<file path="config.mk">
export PLATFORM = sky130hd
export DESIGN_NAME = pcsfec_rx_llp_buffer
export DESIGN_NICKNAME = d
export VERILOG_FILES = /design/src/rtl/pcsfec_rx_llp_buffer.sv
export SDC_FILE = /design/constraint.sdc
export NUM_CORES = 1
export LEC_CHECK = 0
export ABC_AREA = 0
export ABC_CLOCK_PERIOD_IN_PS = 27400
export BUFFER_PORTS_ARGS = -buffer_cell sky130_fd_sc_hd__buf_2
export CELL_PAD_IN_SITES_DETAIL_PLACEMENT = 2
export CELL_PAD_IN_SITES_GLOBAL_PLACEMENT = 2
export CORE_MARGIN = 5
export CORE_UTILIZATION = 51
export DETAILED_ROUTE_END_ITERATION = 8
export GPL_ROUTABILITY_DRIVEN = 0
export PLACE_DENSITY = 0.82
export SLEW_MARGIN = 10
export SYNTH_ARGS = -nofsm -noshare
export SYNTH_HDL_FRONTEND = slang
export SYNTH_SLANG_ARGS = --single-unit
export TNS_END_PERCENT = 100
</file>
<file path="constraint.sdc">
create_clock -name clkcore -period 27.4 [get_ports clkcore]
set_input_delay 4.11 -clock clkcore [delete_from_list [all_inputs] [get_ports clkcore]]
set_output_delay 4.11 -clock clkcore [all_outputs]
set_load 0.1 [all_outputs]
</file>
<file path="src/rtl/pcsfec_rx_llp_buffer.sv">
// Receive elastic buffer between the PCS/FEC core and the link layer: link-up gating, show-ahead FIFO, error/overflow stats.
// Optional build macro RXBUF_ERROR_DROP_EN: discard errored beats in RUN instead of forwarding them.
module pcsfec_rx_llp_buffer #(
    parameter int unsigned DATA_WIDTH = 128,
    parameter int unsigned DEPTH      = 8,
    parameter int unsigned AW         = 3
) (
    input  logic                  clkcore,
    input  logic                  reset_n_core,
    input  logic                  in_enable,
    input  logic [DATA_WIDTH-1:0] phy_llp_data,
    input  logic                  phy_llp_data_valid,
    input  logic                  phy_llp_data_error,
    input  logic                  phy_llp_ready,
    output logic [DATA_WIDTH-1:0] out_data,
    output logic                  out_error,
    output logic                  out_valid,
    input  logic                  in_ready,
    output logic [AW:0]           out_level,
    output logic                  out_overflow,
    output logic [15:0]           out_err_count,
    output logic [15:0]           out_drop_count,
    input  logic                  in_stat_clear
);

    localparam int unsigned CW         = 16;
    localparam logic [AW:0] FULL_LEVEL = (AW+1)'(DEPTH);
    localparam logic [CW-1:0] CNT_MAX  = '1;

    typedef enum logic [1:0] {ST_DOWN, ST_SYNC, ST_RUN} state_t;

    state_t                r_state;
    state_t                w_state_nxt;
    logic                  w_link;
    logic                  w_wr_try;
    logic                  w_err_beat;
    logic                  w_flush;
    logic                  w_rd;
    logic                  w_full;
    logic                  w_wr;
    logic                  w_drop;
    logic                  w_wr_err;
    logic [AW-1:0]         w_rd_ptr_nxt;
    logic [AW:0]           w_level_nxt;
    logic [DATA_WIDTH:0]   w_head;

    logic [DATA_WIDTH:0]   r_mem [DEPTH];
    logic [AW-1:0]         r_wr_ptr;
    logic [AW-1:0]         r_rd_ptr;
    logic [AW:0]           r_level;
    logic                  r_valid;
    logic [DATA_WIDTH-1:0] r_data;
    logic                  r_error;
    logic                  r_overflow;
    logic [CW-1:0]         r_err_count;
    logic [CW-1:0]         r_drop_count;

    // State register
    always_ff @(posedge clkcore or negedge reset_n_core) begin
        if (!reset_n_core) r_state <= ST_DOWN;
        else               r_state <= w_state_nxt;
    end

    // Next state, write request and error-beat qualification
    always_comb begin
        w_state_nxt = r_state;
        w_wr_try    = 1'b0;
        w_link      = in_enable & phy_llp_ready;
        w_err_beat  = phy_llp_data_valid & phy_llp_data_error & (r_state != ST_DOWN);
        case (r_state)
            ST_DOWN: begin
                if (w_link) w_state_nxt = ST_SYNC;
            end
            ST_SYNC: begin
                if (!w_link) begin
                    w_state_nxt = ST_DOWN;
                end else if (phy_llp_data_valid & ~phy_llp_data_error) begin
                    w_state_nxt = ST_RUN;
                    w_wr_try    = 1'b1;
                end
            end
            ST_RUN: begin
                if (!w_link) begin
                    w_state_nxt = ST_DOWN;
                end else begin
`ifdef RXBUF_ERROR_DROP_EN
                    w_wr_try = phy_llp_data_valid & ~phy_llp_data_error;
`else
                    w_wr_try = phy_llp_data_valid;
`endif
                end
            end
            default: w_state_nxt = ST_DOWN;
        endcase
    end

`ifdef RXBUF_ERROR_DROP_EN
    assign w_wr_err = 1'b0;
`else
    assign w_wr_err = phy_llp_data_error;
`endif

    // Entering or sitting in DOWN keeps the FIFO empty
    assign w_flush      = (w_state_nxt == ST_DOWN);
    assign w_rd         = r_valid & in_ready;
    assign w_full       = (r_level == FULL_LEVEL);
    assign w_wr         = w_wr_try & (~w_full | w_rd);
    assign w_drop       = w_wr_try & ~w_wr;
    assign w_rd_ptr_nxt = r_rd_ptr + AW'(w_rd);
    assign w_level_nxt  = r_level + (AW+1)'(w_wr) - (AW+1)'(w_rd);
    // The incoming beat becomes the head directly when it lands in the slot being exposed
    assign w_head       = (w_wr && (r_wr_ptr == w_rd_ptr_nxt)) ? {w_wr_err, phy_llp_data}
                                                              : r_mem[w_rd_ptr_nxt];

    always_ff @(posedge clkcore) begin
        if (w_wr) r_mem[r_wr_ptr] <= {w_wr_err, phy_llp_data};
    end

    // Pointers, occupancy and show-ahead head register
    always_ff @(posedge clkcore or negedge reset_n_core) begin
        if (!reset_n_core) begin
            r_wr_ptr <= '0;
            r_rd_ptr <= '0;
            r_level  <= '0;
            r_valid  <= 1'b0;
            r_data   <= '0;
            r_error  <= 1'b0;
        end else if (w_flush) begin
            r_wr_ptr <= '0;
            r_rd_ptr <= '0;
            r_level  <= '0;
            r_valid  <= 1'b0;
        end else begin
            r_wr_ptr <= r_wr_ptr + AW'(w_wr);
            r_rd_ptr <= w_rd_ptr_nxt;
            r_level  <= w_level_nxt;
            r_valid  <= (w_level_nxt != '0);
            if (w_level_nxt != '0) begin
                r_error <= w_head[DATA_WIDTH];
                r_data  <= w_head[DATA_WIDTH-1:0];
            end
        end
    end

    // Statistics; clear takes priority over any same-cycle event
    always_ff @(posedge clkcore or negedge reset_n_core) begin
        if (!reset_n_core) begin
            r_overflow   <= 1'b0;
            r_err_count  <= '0;
            r_drop_count <= '0;
        end else if (in_stat_clear) begin
            r_overflow   <= 1'b0;
            r_err_count  <= '0;
            r_drop_count <= '0;
        end else begin
            if (w_drop) r_overflow <= 1'b1;
            if (w_err_beat && (r_err_count != CNT_MAX)) r_err_count <= r_err_count + CW'(1);
            if (w_drop && (r_drop_count != CNT_MAX)) r_drop_count <= r_drop_count + CW'(1);
        end
    end

    assign out_data       = r_data;
    assign out_error      = r_error;
    assign out_valid      = r_valid;
    assign out_level      = r_level;
    assign out_overflow   = r_overflow;
    assign out_err_count  = r_err_count;
    assign out_drop_count = r_drop_count;

endmodule
</file>
==> impl_metrics.tcl, run 1 <==
set metrics [dict create \
    syn_avg_cell_area_um2 20.6 \
    htreeDepth 4 \
    synth_most_common_cell "edfxtp_1" \
    drt_wl_total_um 135000 \
    row_count 112 \
    num_io_pins 303 \
    placed_cells 3814 \
    root_buffer "clkbuf_16" \
    pwr-share-clk_pct 30.6 \
    syn-cell-area_mm2 0.0478 \
    async_reset_ff_share_pct 14.5 \
    p_sw_share_pct 37.0 \
    fmax_mhz 118 \
    rrSetupSlack_ns 21.85 \
    grt_max_degree 130 \
    drtIter0Drc 2117 \
    placed_cell_area_mm2 0.0507 \
    antenna_found_initial 30 \
    hold_path_depth 2 \
    clock-sinks 1207 \
    layout_min_cycle_time_ns 8.46 \
    r2r_cells 15 \
    die_area_mm2 0.100 \
    holdPathEnd "out_data[69]$_DFFE_PN0P_" \
    cts_buffers 131 \
    hold_slack_ns 0.516 \
    syn2layout_area_growth_pct 15.1 \
    synth_area_leaders "edfxtp_1 (65%), mux4_2 (12%), dfrtp_1 (9.2%)" \
    finalPower_mw 5.81 \
    wl_met3_um 6530 \
    setup_viol 0 \
    p_leak_nw 20.1 \
    cts_setup_buffers 0 \
    cp.depth 14 \
    dieHeight_um 316 \
    syn_inst 2324 \
    avgViaCountPerCell 5.96 \
    clkTransAtPathRegs_ns 0.06 \
    syn_nets 2475 \
    yosys_register_bits 1207 \
    finalMaxSlewViolations 0 \
    hpwlAfterDp_um 76100 \
    dr.pass1.iters 7 \
    maxSlewHeadroom_pct 18.5 \
    max_stage_delay_ns 0.86 \
    track_usage_pct 27.3 \
    yosysTopAreaCell "edfxtp_1" \
    hold_start "out_data[69]$_DFFE_PN0P_" \
    worst_path_most_repeated_cell "buf_4" \
    drive_gt1_share_pct 33.7 \
    period_share_pct 30.9 \
    met2WireLength_um 71400 \
    grt_pass1_wl_um 198000 \
    cts_tree "built" \
    worstPathMaxFanout 43 \
    vias 24300 \
    finalHoldViolCount 0 \
    fin_area_mm2 0.0550 \
    dp_slack_ns 18.19 \
    maxCapViolations 0 \
    cts_resized 0 \
    synth_edf_count 1032 \
    ctsHoldBuffers 0 \
    rr_startpoint "r_state[0]$_DFF_PN0_" \
    critical-path-top-delay-family "buffers and inverters" \
    rsz0062_at_grt "false" \
    synth_commonest_cells "edfxtp_1 (1032), mux2i_1 (260), mux4_2 (258), dfrtp_1 (175), inv_1 (148)" \
    final_cells 4073 \
    setup_slack_ns 18.94 \
    cp.arrival_ns 9.06 \
    setup_tns_ns 0 \
    p_switching_mw 2.15 \
    cts_max_path_buffers 3 \
    drt-met1-wl_um 52400 \
    p_seq_share_pct 37.8 \
    crit_path_start_kind "input pin" \
    grt_pass1_vias 27700 \
    grt-ovfl-total 0 \
    vdd_drop_max_uv 114 \
    ys_warn_count 0 \
    wire_per_inst_um 33.1 \
    ant_nets 0 \
    synth-seq-area-share_pct 74.0 \
    design.core.area_mm2 0.0932 \
    start_util_pct 51.3 \
    max_slew.worst_pin.slew_ns 1.22 \
    path_buf_inv 4 \
    portBuffers 302 \
    fin_skew_ns 0.0355 \
    crit_chain "buf_2 -> and2_1 -> and4_1 -> nand2_1 -> o21ai_0 -> ha_1 -> inv_1 -> fa_1 -> xor2_1 -> nand3_1 -> o221a_4 -> buf_4 -> buf_4 -> mux2i_1" \
    highest_layer "met5" \
    ys.flop_type "edfxtp_1" \
    r2r_end "out_data[1]$_DFFE_PN0P_" \
    required_ns 28.01 \
    synth_cell_type_count 55 \
    outcome "completed" \
    final_util_pct 59.1 \
    clk_latency_ns 0.73 \
    p_per_area_mw_per_mm2 106 \
    end_kind "register" \
    p_int_mw 3.66 \
    die_w_um 316 \
    slowest_stage "buf_4" \
    p_comb_share_pct 31.6 \
    drcViolationCount 0 \
    fin_nets 2844 \
    yosys.area.top_type_share_pct 64.8 \
    critPathKind "input pin to register" \
    hold_class "register to register" \
]
==> power by group through the flow <==
| stage | Combinational (mW) | Clock, mW | Sequential, mW |
|---|---|---|---|
| 3_5_place_dp | 1.83 | 0 | 2.23 |
| 4_1_cts | 1.85 | 1.80 | 2.20 |
| 6_report | 1.83 | 1.78 | 2.20 |
| 5_1_grt | 1.91 | 1.91 | 2.21 |
| 2_1_floorplan | 0.734 | 0 | 2.95 |
| 3_3_place_gp | 1.75 | 0 | 2.22 |
==> placed cells by master (no fill, tap or decap), types with 20 or more instances in the layout <==
cell type,count
dfrtp_1,175
clkinv_2,20
mux2i_1,260
mux4_2,258
buf_2,301
mux2_2,129
buf_4,41
edfxtp_1,1032
inv_1,147
diode_2,22
clkbuf_16,139
nor2_1,38
clkbuf_1,40
==> worst reg2reg max path, stage by stage, from the launching register on <==
cell and delay [ns]:
dfrtp_1 0.43, inv_1 0.13, ha_1 0.21, nand2b_1 0.14, and4_1 0.42, nand2_1 0.30, o21ai_0 0.30, ha_1 0.22
inv_1 0.07, fa_1 0.40, xor2_1 0.18, nand3_1 0.11, o221a_4 0.63, buf_4 0.64, buf_4 0.88, mux2i_1 0.41
==> sequential cells by signal, indices dropped and copies added, names as in the netlist <==
signal and cells:
r_rd_ptr 3, r_mem 1032, out_data 128, out_error 1
out_overflow 1, out_err_count 16, r_wr_ptr 3, out_level 4
r_state 2, out_drop_count 16, out_valid 1
==> worst max-delay path by stage <==
stage                  startpoint                         to  slack, ns
floorplan               in_enable      r_mem[0][0]$_DFFE_PP_       9.48
detailed placement      in_enable    out_data[1]$_DFFE_PN0P_      18.19
global placement        in_enable  out_data[119]$_DFFE_PN0P_      18.54
finish                  in_enable    out_data[1]$_DFFE_PN0P_      18.94
global route        phy_llp_ready  out_data[112]$_DFFE_PN0P_      18.71
CTS                     in_enable  out_data[121]$_DFFE_PN0P_      18.93
==> cell type report <==
class | count | area, µm²
multi-input cells | 860 | 11400
clock inverters | 42 | 408
fillers | 7642 | 38200
repair buffers | 345 | 1870
well taps | 1254 | 1570
clock buffers | 195 | 3850
flip-flops and latches | 1207 | 35400
diodes | 22 | 55.1
inverters | 148 | 561
==> cells by family after synthesis <==
kind of cell,after synthesis,share of synthesized area [%]
compound gates,47,0.662
xor+xnor,24,0.455
fa+ha+maj,15,0.408
buf+inv,257,2.44
flops,1207,74.0
mux,647,20.6
simple gates,127,1.40
==> layer usage <==
metal / GRT usage [%] / vias up
met4: 9.66 / 8
met1: 34.4 / 13300
met3: 4.90 / 218
li1: - / 10000
met2: 48.2 / 754
met5: 0 / -
No activity file was read; power rests on OpenSTA's default activity.
==> inputs of run 2 (changes only) <==
--- a/config.mk
+++ b/config.mk
@@ -6,15 +6,15 @@
 export NUM_CORES = 1
 export LEC_CHECK = 0
 export ABC_AREA = 0
-export ABC_CLOCK_PERIOD_IN_PS = 27400
+export ABC_CLOCK_PERIOD_IN_PS = 7150
 export BUFFER_PORTS_ARGS = -buffer_cell sky130_fd_sc_hd__buf_2
 export CELL_PAD_IN_SITES_DETAIL_PLACEMENT = 2
 export CELL_PAD_IN_SITES_GLOBAL_PLACEMENT = 2
 export CORE_MARGIN = 5
-export CORE_UTILIZATION = 51
+export CORE_UTILIZATION = 43
 export DETAILED_ROUTE_END_ITERATION = 8
 export GPL_ROUTABILITY_DRIVEN = 0
-export PLACE_DENSITY = 0.82
+export PLACE_DENSITY = 0.73
 export SLEW_MARGIN = 10
 export SYNTH_ARGS = -nofsm -noshare
 export SYNTH_HDL_FRONTEND = slang
==> constraint.sdc (replaced) <==
create_clock -name clkcore -period 7.15 [get_ports clkcore]
set_input_delay 1.0725 -clock clkcore [delete_from_list [all_inputs] [get_ports clkcore]]
set_output_delay 1.0725 -clock clkcore [all_outputs]
set_load 0.1 [all_outputs]
==> run 2 against run 1 <==
Worst hold slack lost 0.058 ns. Die area grew 18%. Largest cell class unchanged. Clock power grew to 3.6 times the previous value. Count of clock-buffer cells in the layout decreased by 16. Design area grew 0.45%. Sequential power rose to 3.8 times the previous value. Setup slack got worse by 16 ns.
==> impl_metrics.tcl, run 2 (synthesis results as in run 1) <==
set metrics [dict create \
    mostFrequentLayoutCell "edfxtp_1" \
    period_share_pct 64.9 \
    regArea_mm2 0.0354 \
    grt_pass1_vias 27400 \
    die_area_mm2 0.118 \
    clk_latency_ns 0.74 \
    cts_setup_buffers 0 \
    antenna_found_initial 32 \
    grt_pass1_wl_um 186000 \
    dr.pass1.iters 4 \
    final_cell_mix "edfxtp_1 (1032), buf_2 (301), mux2i_1 (260), mux4_2 (258), dfrtp_1 (175)" \
    hold_class "input pin to asynchronous set/reset pin" \
    largest_reg_flops 1032 \
    fin_area_mm2 0.0553 \
    clock-sinks 1207 \
    start_util_pct 43.3 \
    maxSlewHeadroom_pct 33.4 \
    syn2layout_area_growth_pct 15.6 \
    p_leak_nw 20.1 \
    fin_skew_ns 0.0252 \
    p_int_mw 13.7 \
    worstPathMaxFanout 22 \
    outcome "completed" \
    row_count 122 \
    grt-ovfl-total 0 \
    drtIter0Drc 1618 \
    htreeDepth 4 \
    setup_viol 0 \
    clkTransAtPathRegs_ns 0.06 \
    die_w_um 343 \
    ant_nets 0 \
    finalHoldViolCount 0 \
    end_kind "register" \
    p_switching_mw 8.06 \
    hpwlAfterDp_um 69800 \
    dieHeight_um 343 \
    required_ns 7.79 \
    ctsHoldBuffers 0 \
    critPathKind "register to register" \
    vdd_drop_max_uv 400 \
    vias 23500 \
    fin_nets 2839 \
    portBuffers 302 \
    drt_wl_total_um 125000 \
    layout_min_cycle_time_ns 4.64 \
    rsz0062_at_grt "false" \
    p_comb_share_pct 31.8 \
    root_buffer "clkbuf_16" \
    avgViaCountPerCell 5.48 \
    cp.arrival_ns 5.28 \
    drcViolationCount 0 \
    drive_gt1_share_pct 33.5 \
    fmax_mhz 216 \
    placed_cell_area_mm2 0.0512 \
    wire_per_inst_um 29.1 \
    cts_tree "built" \
    dp_slack_ns 1.85 \
    cts_buffers 130 \
    multi_input_area_mm2 0.0114 \
    cts_resized 0 \
    pwr-share-clk_pct 29.5 \
    crit_path_start_kind "register" \
    track_usage_pct 21.4 \
    grt_max_degree 132 \
    setup_slack_ns 2.51 \
    finalMaxSlewViolations 0 \
    fillCellCount 9727 \
    top_register "r_mem" \
    p_sw_share_pct 37.0 \
    p_seq_share_pct 38.7 \
    design.core.area_mm2 0.111 \
    num_io_pins 303 \
    maxCapViolations 0 \
    p_per_area_mw_per_mm2 394 \
    final_util_pct 50.0 \
    max_slew.worst_pin.slew_ns 0.999 \
    cts_max_path_buffers 3 \
    finalPower_mw 21.8 \
]
-- run 2: changes by cell type in the layout (fill, tap and decap cells not counted), moves of 5 or more --
cell and change:
buf_4 -18, clkbuf_8 -8, inv_6 +5, diode_2 -8, buf_12 +14, clkinv_1 +5
-- run 2: worst paths after layout --
check | startpoint | endpoint | slack, ns | cells past startpoint
setup / recovery | r_state[0]$_DFF_PN0_ | out_data[69]$_DFFE_PN0P_ | 2.51 | 14
hold / removal | reset_n_core | out_data[43]$_DFFE_PN0P_ | 0.46 | 1
min in group clkcore | out_data[76]$_DFFE_PN0P_ | out_data[76]$_DFFE_PN0P_ | 0.51 | 2
hold reg to reg | out_data[76]$_DFFE_PN0P_ | out_data[76]$_DFFE_PN0P_ | 0.51 | 2
max in group asynchronous | reset_n_core | r_wr_ptr[2]$_DFF_PN0_ | 5.28 | 2
setup reg to reg | r_state[0]$_DFF_PN0_ | out_data[69]$_DFFE_PN0P_ | 2.51 | 14
-- run 2: layer usage --
layer  track usage, %  share of wire, %
met5                0             0.097
met3             3.91               4.3
met1             26.5                40
met4             6.52               2.7
met2             38.3                53
-- run 2: layout make-up --
type	instances	share of cell area [%]
flip-flops and latches	1207	64.0
multi-input cells	860	20.6
clock buffers	179	6.55
repair buffers	341	3.64
well taps	1488	3.37
inverters	148	1.01
clock inverters	56	0.779
diodes	14	0.0634
-- run 2: per-stage QoR --
stage,TNS [ns],hold slack [ns],instances
final,0,0.458,4293
after global placement,0,0.501,4044
after CTS,0,0.446,4279
after detailed placement,0,0.508,4044
after global routing,0,0.484,4283
after floorplan,-525.25,0.682,2324
-- run 2: power groups by stage --
| stage | Sequential (mW) | Clock [mW] | Combinational [mW] |
|---|---|---|---|
| floorplan | 11.3 | 0 | 2.81 |
| global placement | 8.57 | 0 | 6.83 |
| detailed placement | 8.60 | 0 | 7.01 |
| CTS | 8.46 | 6.61 | 7.06 |
| global route | 8.49 | 6.94 | 7.29 |
| finish | 8.45 | 6.43 | 6.93 |
-- run 2: critical path: stages (launching register included) --
cell      delay, ns
dfrtp_1        0.43
inv_1          0.12
ha_1           0.19
nand2b_1       0.14
and4_1         0.48
nand2_1        0.40
o21ai_0        0.31
ha_1           0.21
inv_1          0.07
fa_1           0.41
xor2_1         0.19
nand3_1        0.10
o221a_4        0.69
buf_4          0.50
mux2i_1        0.27
==> inputs of run 3 (changes only) <==
--- a/config.mk
+++ b/config.mk
@@ -6,7 +6,7 @@
 export NUM_CORES = 1
 export LEC_CHECK = 0
 export ABC_AREA = 0
-export ABC_CLOCK_PERIOD_IN_PS = 7150
+export ABC_CLOCK_PERIOD_IN_PS = 3800
 export BUFFER_PORTS_ARGS = -buffer_cell sky130_fd_sc_hd__buf_2
 export CELL_PAD_IN_SITES_DETAIL_PLACEMENT = 2
 export CELL_PAD_IN_SITES_GLOBAL_PLACEMENT = 2
==> constraint.sdc (replaced) <==
create_clock -name clkcore -period 3.8 [get_ports clkcore]
set_input_delay 0.57 -clock clkcore [delete_from_list [all_inputs] [get_ports clkcore]]
set_output_delay 0.57 -clock clkcore [all_outputs]
set_load 0.1 [all_outputs]
==> run 3 against run 2 <==
Flip-flop and latch count unchanged. Setup slack got worse by 2.3 ns. Global-route usage increased by 0.20 points.
==> impl_metrics.tcl, run 3 (synthesis results as in run 1) <==
set metrics [dict create \
    top_register "r_mem" \
    portBuffers 302 \
    p_comb_share_pct 32.8 \
    p_switching_mw 15.4 \
    drive_gt1_share_pct 35.2 \
    final_cells 4366 \
    fmax_mhz 275 \
    drcViolationCount 0 \
    p_seq_share_pct 37.3 \
    rr_startpoint "r_state[0]$_DFF_PN0_" \
    crit_path_start_kind "register" \
    die_w_um 343 \
    finalHoldViolCount 0 \
    critPathKind "register to register" \
    root_buffer "clkbuf_16" \
    clk_latency_ns 0.74 \
    grt_pass1_wl_um 188000 \
    die_area_mm2 0.118 \
    htreeDepth 4 \
    antenna_found_initial 34 \
    drtIter0Drc 1807 \
    setup_tns_ns 0 \
    cts_tree "built" \
    r2r_end "out_data[61]$_DFFE_PN0P_" \
    hold_class "input pin to register" \
    hold_start "phy_llp_data[20]" \
    cts_max_path_buffers 3 \
    fin_nets 2900 \
    grt-ovfl-total 0 \
    period_share_pct 95.6 \
    outcome "completed" \
    mostFrequentLayoutCell "edfxtp_1" \
    setup_viol 0 \
    avgViaCountPerCell 5.47 \
    finalMaxSlewViolations 0 \
    holdPathEnd "r_mem[0][20]$_DFFE_PP_" \
    grt_max_degree 76 \
    maxCapViolations 0 \
    wire_per_inst_um 29.0 \
    clkTransAtPathRegs_ns 0.06 \
    hpwlAfterDp_um 74300 \
    pwr-share-clk_pct 30.0 \
    row_count 122 \
    end_kind "register" \
    final_util_pct 51.1 \
    dieHeight_um 343 \
    p_leak_nw 20.6 \
    grt_pass1_vias 27600 \
    worstPathMaxFanout 27 \
    cts_buffers 134 \
    design.core.area_mm2 0.111 \
    regArea_mm2 0.0354 \
    r2r_cells 16 \
    multi_input_area_mm2 0.0114 \
    maxSlewHeadroom_pct 33.6 \
    syn2layout_area_growth_pct 18.2 \
    dp_slack_ns -0.0910 \
    placed_cell_area_mm2 0.0520 \
    drt_wl_total_um 127000 \
    fillCellCount 9664 \
    vdd_drop_max_uv 741 \
    rrSetupSlack_ns 0.17 \
    clock-sinks 1207 \
    start_util_pct 43.3 \
    cp.arrival_ns 4.26 \
    required_ns 4.43 \
    p_per_area_mw_per_mm2 750 \
    layout_min_cycle_time_ns 3.63 \
    p_int_mw 27.0 \
    max_slew.worst_pin.slew_ns 0.988 \
    dr.pass1.iters 5 \
    vias 23900 \
    largest_reg_flops 1032 \
    placed_cells 4095 \
    setup_slack_ns 0.169 \
    p_sw_share_pct 36.3 \
    final_cell_mix "edfxtp_1 (1032), buf_2 (301), mux4_2 (258), mux2i_1 (258), dfrtp_1 (169)" \
    fin_area_mm2 0.0565 \
    track_usage_pct 21.6 \
    hold_path_depth 1 \
    fin_skew_ns 0.0239 \
    ant_nets 0 \
    num_io_pins 303 \
]
-- run 3: stage by stage --
step                      total power [mW]  hold WS (ns)
after floorplan                       26.5         0.274
after global placement                29.2         0.501
after detailed placement              29.7         0.510
after CTS                             42.7        0.0543
after global routing                  44.1        0.0914
final                                 42.4         0.116
-- run 3: power by group through the flow --
| stage | Clock (mW) | Combinational (mW) | Sequential [mW] |
|---|---|---|---|
| 2_1_floorplan | 0 | 5.30 | 21.2 |
| 3_3_place_gp | 0 | 13.2 | 16.0 |
| 4_1_cts | 13.1 | 13.8 | 15.8 |
| 3_5_place_dp | 0 | 13.6 | 16.1 |
| 5_1_grt | 13.7 | 14.5 | 15.9 |
| 6_report | 12.7 | 13.9 | 15.8 |
-- run 3: per-layer routing --
| metal | vias up | share of wire [%] | track usage [%] |
|---|---|---|---|
| met5 | - | 0.081 | 0 |
| met4 | 14 | 2.3 | 6.04 |
| met3 | 193 | 4.5 | 4.00 |
| met2 | 563 | 54 | 39.3 |
| met1 | 13000 | 39 | 26.4 |
| li1 | 10200 | - | - |
-- run 3: final cells by class --
| type | instances | area share (%) |
|---|---|---|
| sequential | 1207 | 62.6 |
| clock buffer | 191 | 6.74 |
| inverter | 148 | 0.992 |
| timing repair buffer | 398 | 5.16 |
| multi-input combinational | 860 | 20.2 |
| clock inverter | 54 | 0.868 |
| tap | 1488 | 3.30 |
| antenna | 20 | 0.0886 |
-- run 3: how the worst max path moves through the flow --
stage	start	end	slack, ns	cells past startpoint
after global placement	r_state[0]$_DFF_PN0_	out_data[119]$_DFFE_PN0P_	0.23	16
after CTS	r_state[0]$_DFF_PN0_	out_data[118]$_DFFE_PN0P_	0.02	16
after global routing	r_state[0]$_DFF_PN0_	out_data[118]$_DFFE_PN0P_	-0.002	16
final	r_state[0]$_DFF_PN0_	out_data[61]$_DFFE_PN0P_	0.17	16
after floorplan	in_enable	r_mem[0][0]$_DFFE_PP_	-2.00	6
after detailed placement	r_state[0]$_DFF_PN0_	out_data[118]$_DFFE_PN0P_	-0.09	16
-- run 3: worst max-delay path, cell delays in order (launching register included) --
cell and delay (ns):
dfrtp_2 0.40, inv_1 0.08, ha_1 0.23, nand2b_1 0.16, and4_2 0.32, nor2_2 0.17, inv_1 0.10, o21ai_0 0.12
ha_1 0.23, inv_1 0.06, fa_1 0.39, xor2_1 0.21, nand3_1 0.13, o221a_4 0.27, buf_4 0.17, clkbuf_16 0.22
mux2i_1 0.22
-- run 3: repair_timing --
action / 4_1_cts / 5_1_grt
resized for setup: 3 / 5
endpoints found under the hold margin: 66 / 0
pin swaps: 0 / 1
setup endpoints to repair: 45 / 86
setup buffers: 0 / 3
hold buffers: 1 / 0
cloned: 0 / 2
